**src/rtl/seg_pkg.sv**
```systemverilog
// Shared constants for the 7-segment scan controller: dark pattern, BCD width
// and the active-low {a,b,c,d,e,f,g} glyph table for digits 0-9.
package seg_pkg;

  localparam logic [7:0] SEG_DARK = 8'hFF;
  localparam int         BCD_W    = 4;

  // Index = BCD value; bit 6 = segment a ... bit 0 = segment g, 0 = lit.
  localparam logic [6:0] SEG_TABLE [0:9] = '{
    7'b000_0001,  // 0
    7'b100_1111,  // 1
    7'b001_0010,  // 2
    7'b000_0110,  // 3
    7'b100_1100,  // 4
    7'b010_0100,  // 5
    7'b010_0000,  // 6
    7'b000_1111,  // 7
    7'b000_0000,  // 8
    7'b000_0100   // 9
  };

endpackage

```
**src/rtl/bcd_to_seg.sv**
```systemverilog
// Combinational BCD to active-low 7-segment decoder; codes 10-15 decode dark.
module bcd_to_seg
  import seg_pkg::*;
(
  input  logic [BCD_W-1:0] bcd,
  output logic [6:0]       seg
);

  always_comb begin
    seg = 7'h7F;
    if (bcd <= 4'd9) seg = SEG_TABLE[bcd];
  end

endmodule

```
**src/rtl/seg_scan_ctrl.sv**
```systemverilog
// Multiplexed 7-segment scanner: one digit per refresh slot with a blanking gap,
// frame-aligned double buffering of digit data and per-digit blink.
module seg_scan_ctrl
  import seg_pkg::*;
#(
  parameter int NUM_DIGITS   = 4,
  parameter int REFRESH_DIV  = 50000,
  parameter int BLANK_CYCLES = 500,
  parameter int BLINK_FRAMES = 64
) (
  input  logic                        clk,
  input  logic                        rst,
  input  logic [BCD_W*NUM_DIGITS-1:0] bcd_in,
  input  logic [NUM_DIGITS-1:0]       dp_in,
  input  logic [NUM_DIGITS-1:0]       blink_mask,
  input  logic                        load,
  output logic                        pending,
  output logic [7:0]                  seg,
  output logic [NUM_DIGITS-1:0]       an,
  output logic                        frame_tick
);

  localparam int SLOT_W  = (REFRESH_DIV > 1) ? $clog2(REFRESH_DIV) : 1;
  localparam int IDX_W   = $clog2(NUM_DIGITS);
  localparam int BLINK_W = $clog2(BLINK_FRAMES + 1);

  localparam logic [SLOT_W-1:0]  SLOT_LAST  = SLOT_W'(REFRESH_DIV - 1);
  localparam logic [SLOT_W-1:0]  BLANK_END  = SLOT_W'(BLANK_CYCLES);
  localparam logic [IDX_W-1:0]   IDX_LAST   = IDX_W'(NUM_DIGITS - 1);
  localparam logic [BLINK_W-1:0] BLINK_LAST = BLINK_W'(BLINK_FRAMES - 1);

  logic [SLOT_W-1:0]           slot_cnt;
  logic [IDX_W-1:0]            digit_idx;
  logic [BLINK_W-1:0]          blink_cnt;
  logic                        blink_phase;
  logic [BCD_W*NUM_DIGITS-1:0] buf_bcd;
  logic [NUM_DIGITS-1:0]       buf_dp;
  logic [BCD_W*NUM_DIGITS-1:0] shadow_bcd;
  logic [NUM_DIGITS-1:0]       shadow_dp;

  logic                  frame_end;
  logic [BCD_W-1:0]      cur_digit;
  logic [6:0]            dec_seg;
  logic [7:0]            seg_next;
  logic [NUM_DIGITS-1:0] an_next;

  assign frame_end  = (slot_cnt == SLOT_LAST) && (digit_idx == IDX_LAST);
  assign frame_tick = frame_end;
  assign cur_digit  = shadow_bcd[int'(digit_idx)*BCD_W +: BCD_W];

  bcd_to_seg u_dec (
    .bcd (cur_digit),
    .seg (dec_seg)
  );

  // Next-cycle view of the bus; the anode stays driven while a blinking digit is dark.
  always_comb begin
    an_next  = '1;
    seg_next = SEG_DARK;
    if (slot_cnt >= BLANK_END) begin
      an_next[digit_idx] = 1'b0;
      if (!(blink_phase && blink_mask[digit_idx]))
        seg_next = {dec_seg, ~shadow_dp[digit_idx]};
    end
  end

  always_ff @(posedge clk) begin
    if (rst) begin
      slot_cnt    <= '0;
      digit_idx   <= '0;
      blink_cnt   <= '0;
      blink_phase <= 1'b0;
      buf_bcd     <= '1;
      buf_dp      <= '0;
      shadow_bcd  <= '1;
      shadow_dp   <= '0;
      pending     <= 1'b0;
      seg         <= SEG_DARK;
      an          <= '1;
    end else begin
      seg <= seg_next;
      an  <= an_next;

      if (slot_cnt == SLOT_LAST) begin
        slot_cnt  <= '0;
        digit_idx <= (digit_idx == IDX_LAST) ? '0 : digit_idx + IDX_W'(1);
      end else begin
        slot_cnt <= slot_cnt + SLOT_W'(1);
      end

      if (frame_end) begin
        if (blink_cnt == BLINK_LAST) begin
          blink_cnt   <= '0;
          blink_phase <= ~blink_phase;
        end else begin
          blink_cnt <= blink_cnt + BLINK_W'(1);
        end
      end

      // Shadow only moves at frame end; a load on that very cycle bypasses the buffer.
      if (frame_end) begin
        if (load) begin
          shadow_bcd <= bcd_in;
          shadow_dp  <= dp_in;
        end else if (pending) begin
          shadow_bcd <= buf_bcd;
          shadow_dp  <= buf_dp;
        end
        pending <= 1'b0;
      end else if (load) begin
        buf_bcd <= bcd_in;
        buf_dp  <= dp_in;
        pending <= 1'b1;
      end
    end
  end

endmodule

```
**config.mk**
```make
export PLATFORM = sky130hd
export DESIGN_NAME = seg_scan_ctrl
export DESIGN_NICKNAME = d
export VERILOG_FILES = /design/src/rtl/seg_pkg.sv /design/src/rtl/bcd_to_seg.sv /design/src/rtl/seg_scan_ctrl.sv
export SDC_FILE = /design/constraint.sdc
export NUM_CORES = 1
export LEC_CHECK = 0
export CORE_MARGIN = 5
export CORE_UTILIZATION = 25
export DETAILED_ROUTE_END_ITERATION = 8
export PLACE_DENSITY = 0.52
export SLEW_MARGIN = 20
export SYNTH_ARGS = -nofsm -noshare
export SYNTH_HDL_FRONTEND = slang
export SYNTH_SLANG_ARGS = --single-unit
```
**constraint.sdc**
```tcl
create_clock -name clk -period 3.4 [get_ports clk]
set_input_delay 0.85 -clock clk [delete_from_list [all_inputs] [get_ports clk]]
set_output_delay 0.85 -clock clk [all_outputs]
set_load 0.01 [all_outputs]
```
## Yosys cells after proc, flatten, opt, wreduce, memory -nomap -nowiden

Memories as Yosys holds them, arrays and structs flattened. A register that Yosys moved wholly into a read port is not among the register bits.
Cells that the tools add are included.

| storage, ports and cells | value |
|---|---|
| word-level logic and storage cells | 54 |
| memories kept | 1 |
| bits in read-only memories | 112 |
| register bits after elaboration | 72 |

Memories:

| name | words | bits a word | read ports | clocked after memory_dff | wr ports | line | RTL |
|---|---|---|---|---|---|---|---|
| (name not given) | 16 | 7 | 1 | 1 | 0 | bcd_to_seg.sv:11 | `if (bcd <= 4'd9) seg = SEG_TABLE[bcd];` |

| operators by class | value |
|---|---|
| equality and inequality tests | 3 |
| $add $sub $neg | 3 |
| multiplexer cells | 12 |
| shifts and indexed selects | 1 |
| reduce and logical (&&, ||, !) cells | 12 |
| order comparisons | 4 |
| bitwise gates (word level) | 7 |

Operator list:

| cell | count |
|---|---|
| two-way mux 16 bit | 2 |
| adder 16 x 1 -> 16 bit, second input constant | 1 |
| == test 16 bit, second input constant | 1 |
| >= comparator 16 x 9 -> 1 bit, second input constant | 1 |
| indexed part select 16 x 5 -> 4 bit | 1 |
| two-way mux 4 bit | 2 |
| adder 7 x 1 -> 7 bit, second input constant | 1 |
| == test 7 x 6 -> 1 bit, second input constant | 1 |
| two-way mux 7 bit | 1 |
| AND reduction 2 bit | 3 |
| OR reduction 2 bit | 3 |
| NOT 1 bit | 5 |
| NOT 4 -> 5 bit | 1 |
| binary-select mux 1 bit (select 2 bit) | 2 |
| <= comparator 4 bit, second input constant | 1 |
| NOT 4 bit | 1 |
| OR reduction 4 bit | 1 |
| logical AND 1 bit | 3 |
| < comparator 2 x 3 -> 1 bit, second input constant | 1 |
| two-way mux 1 bit | 3 |
| OR reduction 3 bit | 1 |
| adder 2 x 1 -> 2 bit, second input constant | 1 |
| demux 1 bit (select 2 bit) | 1 |
| == test 2 bit, second input constant | 1 |
| other kinds (3) | 3 |

## Logic depth before layout (Yosys ltp)

Gate-level depths: netlist (run 1).

| logic depth | value |
|---|---|
| depth after elaboration | 5 |
| depth in mapped cells | 9 |
| depth with buffers taken out | 7 |

## By module

From an unflattened synthesis (run 1), not the netlist that was laid out.

| second synthesis, totals | value |
|---|---|
| cell total of the unflattened synthesis | 413 |
| area, all modules | 3727.3 µm² |

By module, submodules not included:

| module | seq. area each (µm²) | cells an instance | instances | area each (µm²) |
|---|---|---|---|---|
| seg_scan_ctrl | 1581.5 | 383 | 1 | 3519.6 |
| bcd_to_seg | 0.0 | 30 | 1 | 207.7 |

## Worst setup path after synthesis (run 1)

No wires, ideal clock.

| path | value |
|---|---|
| path type | reg-to-output |
| start | register slot_cnt[12] |
| end | output port frame_tick |
| data required time | 2.550 ns |
| path slack | 0.908 ns |
| buffers on the path | 1 |
| cell stages (with the launch flop) | 5 |
| data arrival time | 1.642 ns |
| path through | dfxtp_1 -> or4_1 -> or4_4 -> inv_2 -> buf_4 |

| on the way | value |
|---|---|
| cells in the longest elaborated chain, start to end | 2 |

RTL lines:

| element | line | RTL |
|---|---|---|
| start, declared | seg_scan_ctrl.sv:32 | `logic [SLOT_W-1:0] slot_cnt;` |
| start signal, assigned | seg_scan_ctrl.sv:88 | `slot_cnt <= slot_cnt + SLOT_W'(1);` |
| == test 16 bit | seg_scan_ctrl.sv:47 | `assign frame_end = (slot_cnt == SLOT_LAST) && (digit_idx == IDX_LAST);` |
| logical AND 1 bit | seg_scan_ctrl.sv:47 |  |
| end, declared | seg_scan_ctrl.sv:20 | `output logic frame_tick` |

Every way passes these cells.

## Worst setup path in the final report (run 1)

Same ends and word-level chain as after synthesis.

==> summary.txt, run 1 <==
status - complete, no violations
Max Cap Viol - 0
Synth top area share - 0.4104
core area - 0.01515 mm^2
I/O Buffers - 40
Initial DRC Count - 221
element type at the critical path start - flip-flop
Post-Syn Nets - 455
multi-input logic area - 0.002081 mm^2
most frequent cells in the layout - dfxtp_1, nor2_1, clkdlybuf4s50_1, a21oi_1, o21ai_0
Worst Setup End Kind - output pin
WL/cell - 13.79 um
final cell count without fillers - 637
antenna violations before repair - 0
CTS resizes - 0
Fillers - 1545
Die Footprint - 0.01800 mm^2
Seq/Total Area, Yosys - 0.4104
Synth cell types - 42
# diodes - 0
io pins - 41
pwr/cell area - 438.4 mW/mm^2
Reg-to-Reg Start - slot_cnt[12]$_SDFF_PP0_
worst setup path start - slot_cnt[12]$_SDFF_PP0_
first-pass iteration count of the detailed router - 4
DRC - 0
static leakage - 1.718 nW
VDD IR max - 0.2274 mV
Fmax achieved - 309.4 MHz
Worst Path Required - 2.55 ns
CTS tree - done
layout cells sized above 1 - 0.1247
Layout Skew - 0.005620 ns
fin nets - 483
Post-CTS Setup Inserts - 0
placed cells - 621
Crit path arrival time - 2.38 ns
DPL Wire Length - 6067 um
final setup vio count - 0
crit path time final - 3.232 ns
via-per-instance ratio - 4.641
most common cell after layout, fill and taps aside - dfxtp_1
clk_lat worst skew - 0.34 ns
hold buffers post-CTS - 0
Global Route Usage Sum - 0.1001
CP max FO - 6
Synth Instances - 416
clock slew at reported path FFs - 0.06 ns
ANT nets after route - 0
first-pass GRT wire length - 14500 um
crit path kind - reg2out
Max Root-Sink Buffers - 2
clk sinks - 79
Slew Limit Fails - 0
Root Driver - clkbuf_16
flops & latches, synth - 79
Die Wd - 134.2 um
GRT overflow - 0
RSZ-0062 raised after global routing - false
setup_tns - 0 ns
Ys Warns - 0
routed vias - 2956
pin count of the biggest net entering global routing - 60
Placer Congestion - 0.8015
total wire length - 8782 um
Starting Density - 0.2544
total CTS buffers - 9
Die Y - 134.2 um
WHS - 0.4723 ns
average cell area after synthesis - 9.264 um^2
Final period util - 0.9505
hold wc startpoint - buf_dp[0]$_SDFFE_PP0P_
Sequential cell area - 0.001582 mm^2
Slew Limit Headroom - 0.5569
H-tree Lvls - 3
largest cells by area after synthesis - dfxtp_1, a2111oi_2, nor2_1
measured slew at the worst slew-check pin - 0.6631 ns
Row Count - 45
vias in the first global route - 2848
Area Growth Syn to Fin - 21.85%
post-synth top area cell - dfxtp_1
Pwr Total - 2.059 mW
Cell Area, Synth - 0.003854 mm^2
Worst Hold Class - reg2reg
Final Hold Fails - 0
==> critical path: stages, from the launching register on <==
cell and delay, ns:
dfxtp_1 0.37, or4_1 0.56, or4_4 0.51, inv_2 0.07, clkdlybuf4s50_1 0.53
==> where the power goes <==
part	total, mW	internal (mW)	switching (mW)
sequential	0.955	0.944	0.0109
combinational	0.139	0.0627	0.0765
clock	0.965	0.584	0.380
total	2.06	1.59	0.468
==> path summary, 6_finish.rpt <==
kind | to | slack [ns] | cells past startpoint
worst max-delay path | frame_tick | 0.17 | 4
worst min-delay path | buf_dp[0]$_SDFFE_PP0P_ | 0.47 | 2
worst max register to register | shadow_bcd[2]$_SDFFE_PP1P_ | 0.94 | 5
worst min register to register | buf_dp[0]$_SDFFE_PP0P_ | 0.47 | 2
==> area by class of cell <==
| cell class | count | area share |
|---|---|---|
| repair buffers | 47 | 0.09432 |
| multi-input cells | 292 | 0.4431 |
| well taps | 188 | 0.05009 |
| clock inverters | 6 | 0.01279 |
| flip-flops and latches | 79 | 0.3368 |
| inverters | 15 | 0.01199 |
| clock buffers | 10 | 0.05089 |
==> layer usage <==
metal / up-vias / track usage / routed length [um] / part of all wire
met3: 12 / 0.01725 / 309 / 0.035
met2: 49 / 0.1578 / 3878 / 0.44
li1: 1521 / - / - / -
met4: 0 / 0.04921 / 191 / 0.022
met5: - / 0 / 0 / 0
met1: 1374 / 0.1329 / 4402 / 0.50
==> metrics by stage <==
step	utilization	worst slack (ns)	instance area [um^2]
after detailed placement	0.2900	0.5381	4392
after global placement	0.2900	0.5538	4392
after floorplan	-	0.9082	3854
after CTS	0.3097	0.1683	4691
after global routing	0.3100	0.1093	4696
final	0.3100	0.1682	4696
==> cell families after synthesis <==
logic type      count (synthesis)  synth area share
simple gates                  150            0.1997
compound gates                 89            0.1766
flops                          79            0.4104
buf+inv                        45           0.05162
mux                            27           0.09091
xor+xnor                       14           0.03182
fa+ha+maj                      12           0.03896
==> synthesized netlist by cell type, drive strengths merged <==
cell      n
and2      1
nand4bb   1
or4       5
xor2      2
a21oi    33
and4b     2
inv      15
nor2b    19
o21ai    20
nand3b    2
nor3      5
nand3    15
or2       1
nand2    17
a2111oi  16
a21o      1
nand4b    2
or3       2
mux4      6
o21bai   17
and3b     2
nor4      5
ha       12
nand4     7
mux2      4
mux2i    17
o211ai    2
nor4bb    1
dfxtp    79
nor2     57
xnor2    12
nand2b    3
buf       8
clkbuf   22
and3      3
==> sequential cells by signal, indices dropped and copies added, names as in the netlist <==
register	cells
buf_bcd	16
shadow_bcd	16
slot_cnt	16
seg	8
blink_cnt	7
an	4
buf_dp	4
shadow_dp	4
digit_idx	2
blink_phase	1
pending	1
No activity file was read; power rests on OpenSTA's default activity.
==> inputs of run 2 (changes only) <==
--- a/config.mk
+++ b/config.mk
@@ -5,6 +5,7 @@
 export SDC_FILE = /design/constraint.sdc
 export NUM_CORES = 1
 export LEC_CHECK = 0
+export CORE_ASPECT_RATIO = 2
 export CORE_MARGIN = 5
 export CORE_UTILIZATION = 25
 export DETAILED_ROUTE_END_ITERATION = 8
==> run 2 against run 1 <==
Effect of this change:
- setup slack better by 0.015 ns
- design area is 0.16% lower
- highest routed layer unchanged
- total power down 2.7%
- sequential power about the same
- clock power decreased by 5.7%
==> summary.txt, run 2 (synthesized netlist as in run 1, its figures left out) <==
status - complete, no violations
Die Wd - 97.79 um
measured slew at the worst slew-check pin - 0.6409 ns
worst hold path depth - 1
Row Count - 64
Global Route Usage Sum - 0.1089
Max Cap Viol - 0
Max Root-Sink Buffers - 2
clk_lat worst skew - 0.34 ns
VDD IR max - 0.2251 mV
DRC - 0
static leakage - 1.702 nW
CTS resizes - 0
Worst Setup End Kind - output pin
core area - 0.01521 mm^2
top flop regs - buf_bcd x16, shadow_bcd x16, slot_cnt x16
fin area - 0.004688 mm^2
most frequent cells in the layout - dfxtp_1, nor2_1, clkdlybuf4s50_1, a21oi_1, o21ai_0
pwr/cell area - 427.4 mW/mm^2
ANT nets after route - 0
WL/cell - 14.40 um
flop2flop setup slack - 0.87 ns
Root Driver - clkbuf_16
I/O Buffers - 40
H-tree Lvls - 3
Post-CTS Setup Inserts - 0
pin count of the biggest net entering global routing - 66
io pins - 41
hold buffers post-CTS - 0
# diodes - 0
vias in the first global route - 3079
DPL Wire Length - 6889 um
Fillers - 1630
antenna violations before repair - 0
crit path kind - reg2out
GRT overflow - 0
Layout Skew - 0.009310 ns
Clk pwr share - 0.454
clock slew at reported path FFs - 0.06 ns
Seq pwr share - 0.477
via-per-instance ratio - 4.620
Post-DP Area - 0.004404 mm^2
fin nets - 483
element type at the critical path start - flip-flop
Die Y - 185.6 um
final setup vio count - 0
crit path time final - 3.217 ns
Combinational Power Share - 0.069
Starting Density - 0.2533
total wire length - 9315 um
Final Hold Fails - 0
worst reg2reg path endpoint - shadow_bcd[2]$_SDFFE_PP1P_
Area Growth Syn to Fin - 21.66%
Reg-to-Reg Start - slot_cnt[12]$_SDFF_PP0_
Net Sw Power - 0.4968 mW
Initial DRC Count - 111
Final period util - 0.9460
routed vias - 2989
total CTS buffers - 9
Placer Congestion - 0.7787
FF-to-FF path depth - 5
Slew Limit Headroom - 0.5717
CP max FO - 6
RSZ-0062 raised after global routing - false
Worst Hold Class - reg2reg
layout cells sized above 1 - 0.1247
most common cell after layout, fill and taps aside - dfxtp_1
Slew Limit Fails - 0
Worst Hold Path EP - slot_cnt[0]$_SDFF_PP0_
Worst Path Required - 2.55 ns
Die Footprint - 0.01815 mm^2
setup_tns - 0 ns
pre-CTS WS - 0.5478 ns
Crit path arrival time - 2.37 ns
CTS tree - done
hold wc startpoint - slot_cnt[0]$_SDFF_PP0_
first-pass iteration count of the detailed router - 4
clk sinks - 79
internal power - 1.507 mW
setup ws final - 0.1834 ns
first-pass GRT wire length - 15460 um
Sw Ratio - 0.2480
WHS - 0.4759 ns
Fmax achieved - 310.9 MHz
utilization after layout - 0.3081
-- run 2: changes by cell type in the layout (fill, tap and decap cells not counted) --
cell        change
clkinvlp_4      +1
bufinv_16       -1
inv_6           +3
clkbuf_8        -1
clkinv_2        -2
-- run 2: stage by stage --
step | cells | power (mW)
finish | 647 | 2.004
global route | 647 | 2.087
CTS | 647 | 2.035
detailed placement | 631 | 1.115
global placement | 631 | 1.111
floorplan | 416 | 1.059
-- run 2: worst max-delay path by stage --
stage / startpoint / cells after the start / end / slack [ns]
4_1_cts: slot_cnt[12]$_SDFF_PP0_ / 4 / frame_tick / 0.16
2_1_floorplan: slot_cnt[12]$_SDFF_PP0_ / 4 / frame_tick / 0.91
3_3_place_gp: slot_cnt[12]$_SDFF_PP0_ / 4 / frame_tick / 0.56
3_5_place_dp: slot_cnt[12]$_SDFF_PP0_ / 4 / frame_tick / 0.55
6_report: slot_cnt[12]$_SDFF_PP0_ / 4 / frame_tick / 0.18
5_1_grt: slot_cnt[12]$_SDFF_PP0_ / 4 / frame_tick / 0.07
-- run 2: cell type report --
cell class | instances | area, um^2 | area share
well taps | 198 | 247.7 | 0.05284
clock inverters | 7 | 53.80 | 0.01148
flip-flops and latches | 79 | 1582 | 0.3373
multi-input cells | 292 | 2081 | 0.4438
inverters | 15 | 56.30 | 0.01201
repair buffers | 47 | 442.9 | 0.09448
clock buffers | 9 | 225.2 | 0.04804
-- run 2: worst max-delay path: stages (launching register included) --
cell and delay [ns]:
dfxtp_1 0.36, or4_1 0.55, or4_4 0.51, inv_2 0.08, clkdlybuf4s50_1 0.53
-- run 2: power by group through the flow --
| stage | Combinational (mW) | Sequential, mW | Clock [mW] |
|---|---|---|---|
| 2_1_floorplan | 0.0861 | 0.973 | 0 |
| 3_3_place_gp | 0.136 | 0.975 | 0 |
| 3_5_place_dp | 0.140 | 0.976 | 0 |
| 4_1_cts | 0.140 | 0.955 | 0.940 |
| 5_1_grt | 0.152 | 0.957 | 0.977 |
| 6_report | 0.138 | 0.955 | 0.910 |
-- run 2: layer usage --
layer	wire, um	track usage
met4	245	0.05491
met5	0	0
met3	192	0.02101
met1	3366	0.09896
met2	5511	0.2230
==> inputs of run 3 (changes only) <==
--- a/config.mk
+++ b/config.mk
@@ -10,7 +10,6 @@
 export CORE_UTILIZATION = 25
 export DETAILED_ROUTE_END_ITERATION = 8
 export PLACE_DENSITY = 0.52
-export SLEW_MARGIN = 20
 export SYNTH_ARGS = -nofsm -noshare
 export SYNTH_HDL_FRONTEND = slang
 export SYNTH_SLANG_ARGS = --single-unit
==> run 3 against run 2 <==
Effect of this change:
- core utilization about the same
- total power is essentially flat
- die area unchanged
- critical path type unchanged
==> summary.txt, run 3 (synthesized netlist as in run 1, its figures left out) <==
Worst Setup End Kind - output pin
final setup vio count - 0
setup_tns - 0 ns
utilization after layout - 0.3078
flop2flop setup slack - 0.87 ns
H-tree Lvls - 3
status - complete, no violations
vias in the first global route - 3079
Worst Hold Path EP - slot_cnt[0]$_SDFF_PP0_
most common cell after layout, fill and taps aside - dfxtp_1
first-pass GRT wire length - 15460 um
FF-to-FF path depth - 5
measured slew at the worst slew-check pin - 1.110 ns
Crit path arrival time - 2.37 ns
clk_lat worst skew - 0.34 ns
element type at the critical path start - flip-flop
top flop regs - buf_bcd x16, shadow_bcd x16, slot_cnt x16
Seq pwr share - 0.477
Worst Path Required - 2.55 ns
static leakage - 1.701 nW
Global Route Usage Sum - 0.1089
Initial DRC Count - 112
antenna violations before repair - 0
Sw Ratio - 0.2474
pwr/cell area - 427.5 mW/mm^2
first-pass iteration count of the detailed router - 6
layout cells sized above 1 - 0.1247
WL/cell - 14.38 um
Fillers - 1631
Final period util - 0.9459
Row Count - 64
Max Root-Sink Buffers - 2
hold buffers post-CTS - 0
Post-CTS Setup Inserts - 0
hold wc startpoint - slot_cnt[0]$_SDFF_PP0_
fin nets - 483
ANT nets after route - 0
DPL Wire Length - 6889 um
Reg-to-Reg Start - slot_cnt[12]$_SDFF_PP0_
Starting Density - 0.2533
crit path time final - 3.216 ns
Combinational Power Share - 0.069
Net Sw Power - 0.4953 mW
total CTS buffers - 9
routed vias - 2987
Placer Congestion - 0.7787
Area Growth Syn to Fin - 21.53%
via-per-instance ratio - 4.617
clk sinks - 79
Root Driver - clkbuf_16
VDD IR max - 0.2245 mV
Fmax achieved - 310.9 MHz
Die Y - 185.6 um
Worst Hold Class - reg2reg
most frequent cells in the layout - dfxtp_1, nor2_1, clkdlybuf4s50_1, a21oi_1, o21ai_0
RSZ-0062 raised after global routing - false
Die Wd - 97.79 um
internal power - 1.507 mW
Final Hold Fails - 0
Clk pwr share - 0.454
# diodes - 0
core area - 0.01521 mm^2
worst hold path depth - 1
Slew Limit Fails - 0
CTS resizes - 0
clock slew at reported path FFs - 0.06 ns
Layout Skew - 0.009336 ns
DRC - 0
Die Footprint - 0.01815 mm^2
CTS tree - done
pin count of the biggest net entering global routing - 66
worst reg2reg path endpoint - shadow_bcd[2]$_SDFFE_PP1P_
GRT overflow - 0
I/O Buffers - 40
total wire length - 9306 um
CP max FO - 6
Slew Limit Headroom - 0.2594
crit path kind - reg2out
io pins - 41
Max Cap Viol - 0
[run 3: cell counts in the layout (fill, tap and decap cells not counted)]
Identical to the previous run, type by type.
[run 3: layer usage]
layer,GRT usage,vias up,wire [um],part of all wire
met2,0.2230,29,5530,0.59
met5,0,-,0,0
met4,0.05491,0,235,0.025
met1,0.09896,1425,3363,0.36
li1,-,1519,-,-
met3,0.02101,14,176,0.019
[run 3: cell type report]
class                           count  area [um^2]  share of cell area
Multi-Input combinational cell    292         2076              0.4432
Tap cell                          198        247.7             0.05290
Clock buffer                        9        225.2             0.04809
Timing Repair Buffer               47        442.9             0.09458
Clock inverter                      7        53.80             0.01149
Inverter                           15        56.30             0.01202
Sequential cell                    79         1582              0.3377
[run 3: worst max-delay path, stage by stage, from the launching register on]
cell             delay [ns]
dfxtp_1                0.36
or4_1                  0.55
or4_4                  0.51
inv_2                  0.08
clkdlybuf4s50_1        0.53
[run 3: worst max-delay path by stage]
stage	from	to	slack, ns	cells after the start
after floorplan	slot_cnt[12]$_SDFF_PP0_	frame_tick	0.91	4
after global placement	slot_cnt[12]$_SDFF_PP0_	frame_tick	0.56	4
after detailed placement	slot_cnt[12]$_SDFF_PP0_	frame_tick	0.55	4
after CTS	slot_cnt[12]$_SDFF_PP0_	frame_tick	0.16	4
after global routing	slot_cnt[12]$_SDFF_PP0_	frame_tick	0.07	4
final	slot_cnt[12]$_SDFF_PP0_	frame_tick	0.18	4
[run 3: power by group through the flow]
stage | sequential (mW) | combinational, mW | clock [mW]
3_5_place_dp | 0.976 | 0.140 | 0
4_1_cts | 0.955 | 0.140 | 0.940
3_3_place_gp | 0.975 | 0.136 | 0
2_1_floorplan | 0.973 | 0.0861 | 0
5_1_grt | 0.957 | 0.152 | 0.977
6_report | 0.955 | 0.138 | 0.909
[run 3: stage by stage]
| step | power [mW] | instance area, um^2 | std cells | worst slack (ns) | hold WS [ns] |
|---|---|---|---|---|---|
| global route | 2.086 | 4683 | 647 | 0.07035 | 0.5065 |
| global placement | 1.111 | 4404 | 631 | 0.5636 | 0.4571 |
| floorplan | 1.059 | 3854 | 416 | 0.9082 | 0.4418 |
| detailed placement | 1.115 | 4404 | 631 | 0.5478 | 0.4631 |
| finish | 2.002 | 4683 | 647 | 0.1839 | 0.4759 |
| CTS | 2.035 | 4683 | 647 | 0.1567 | 0.4792 |
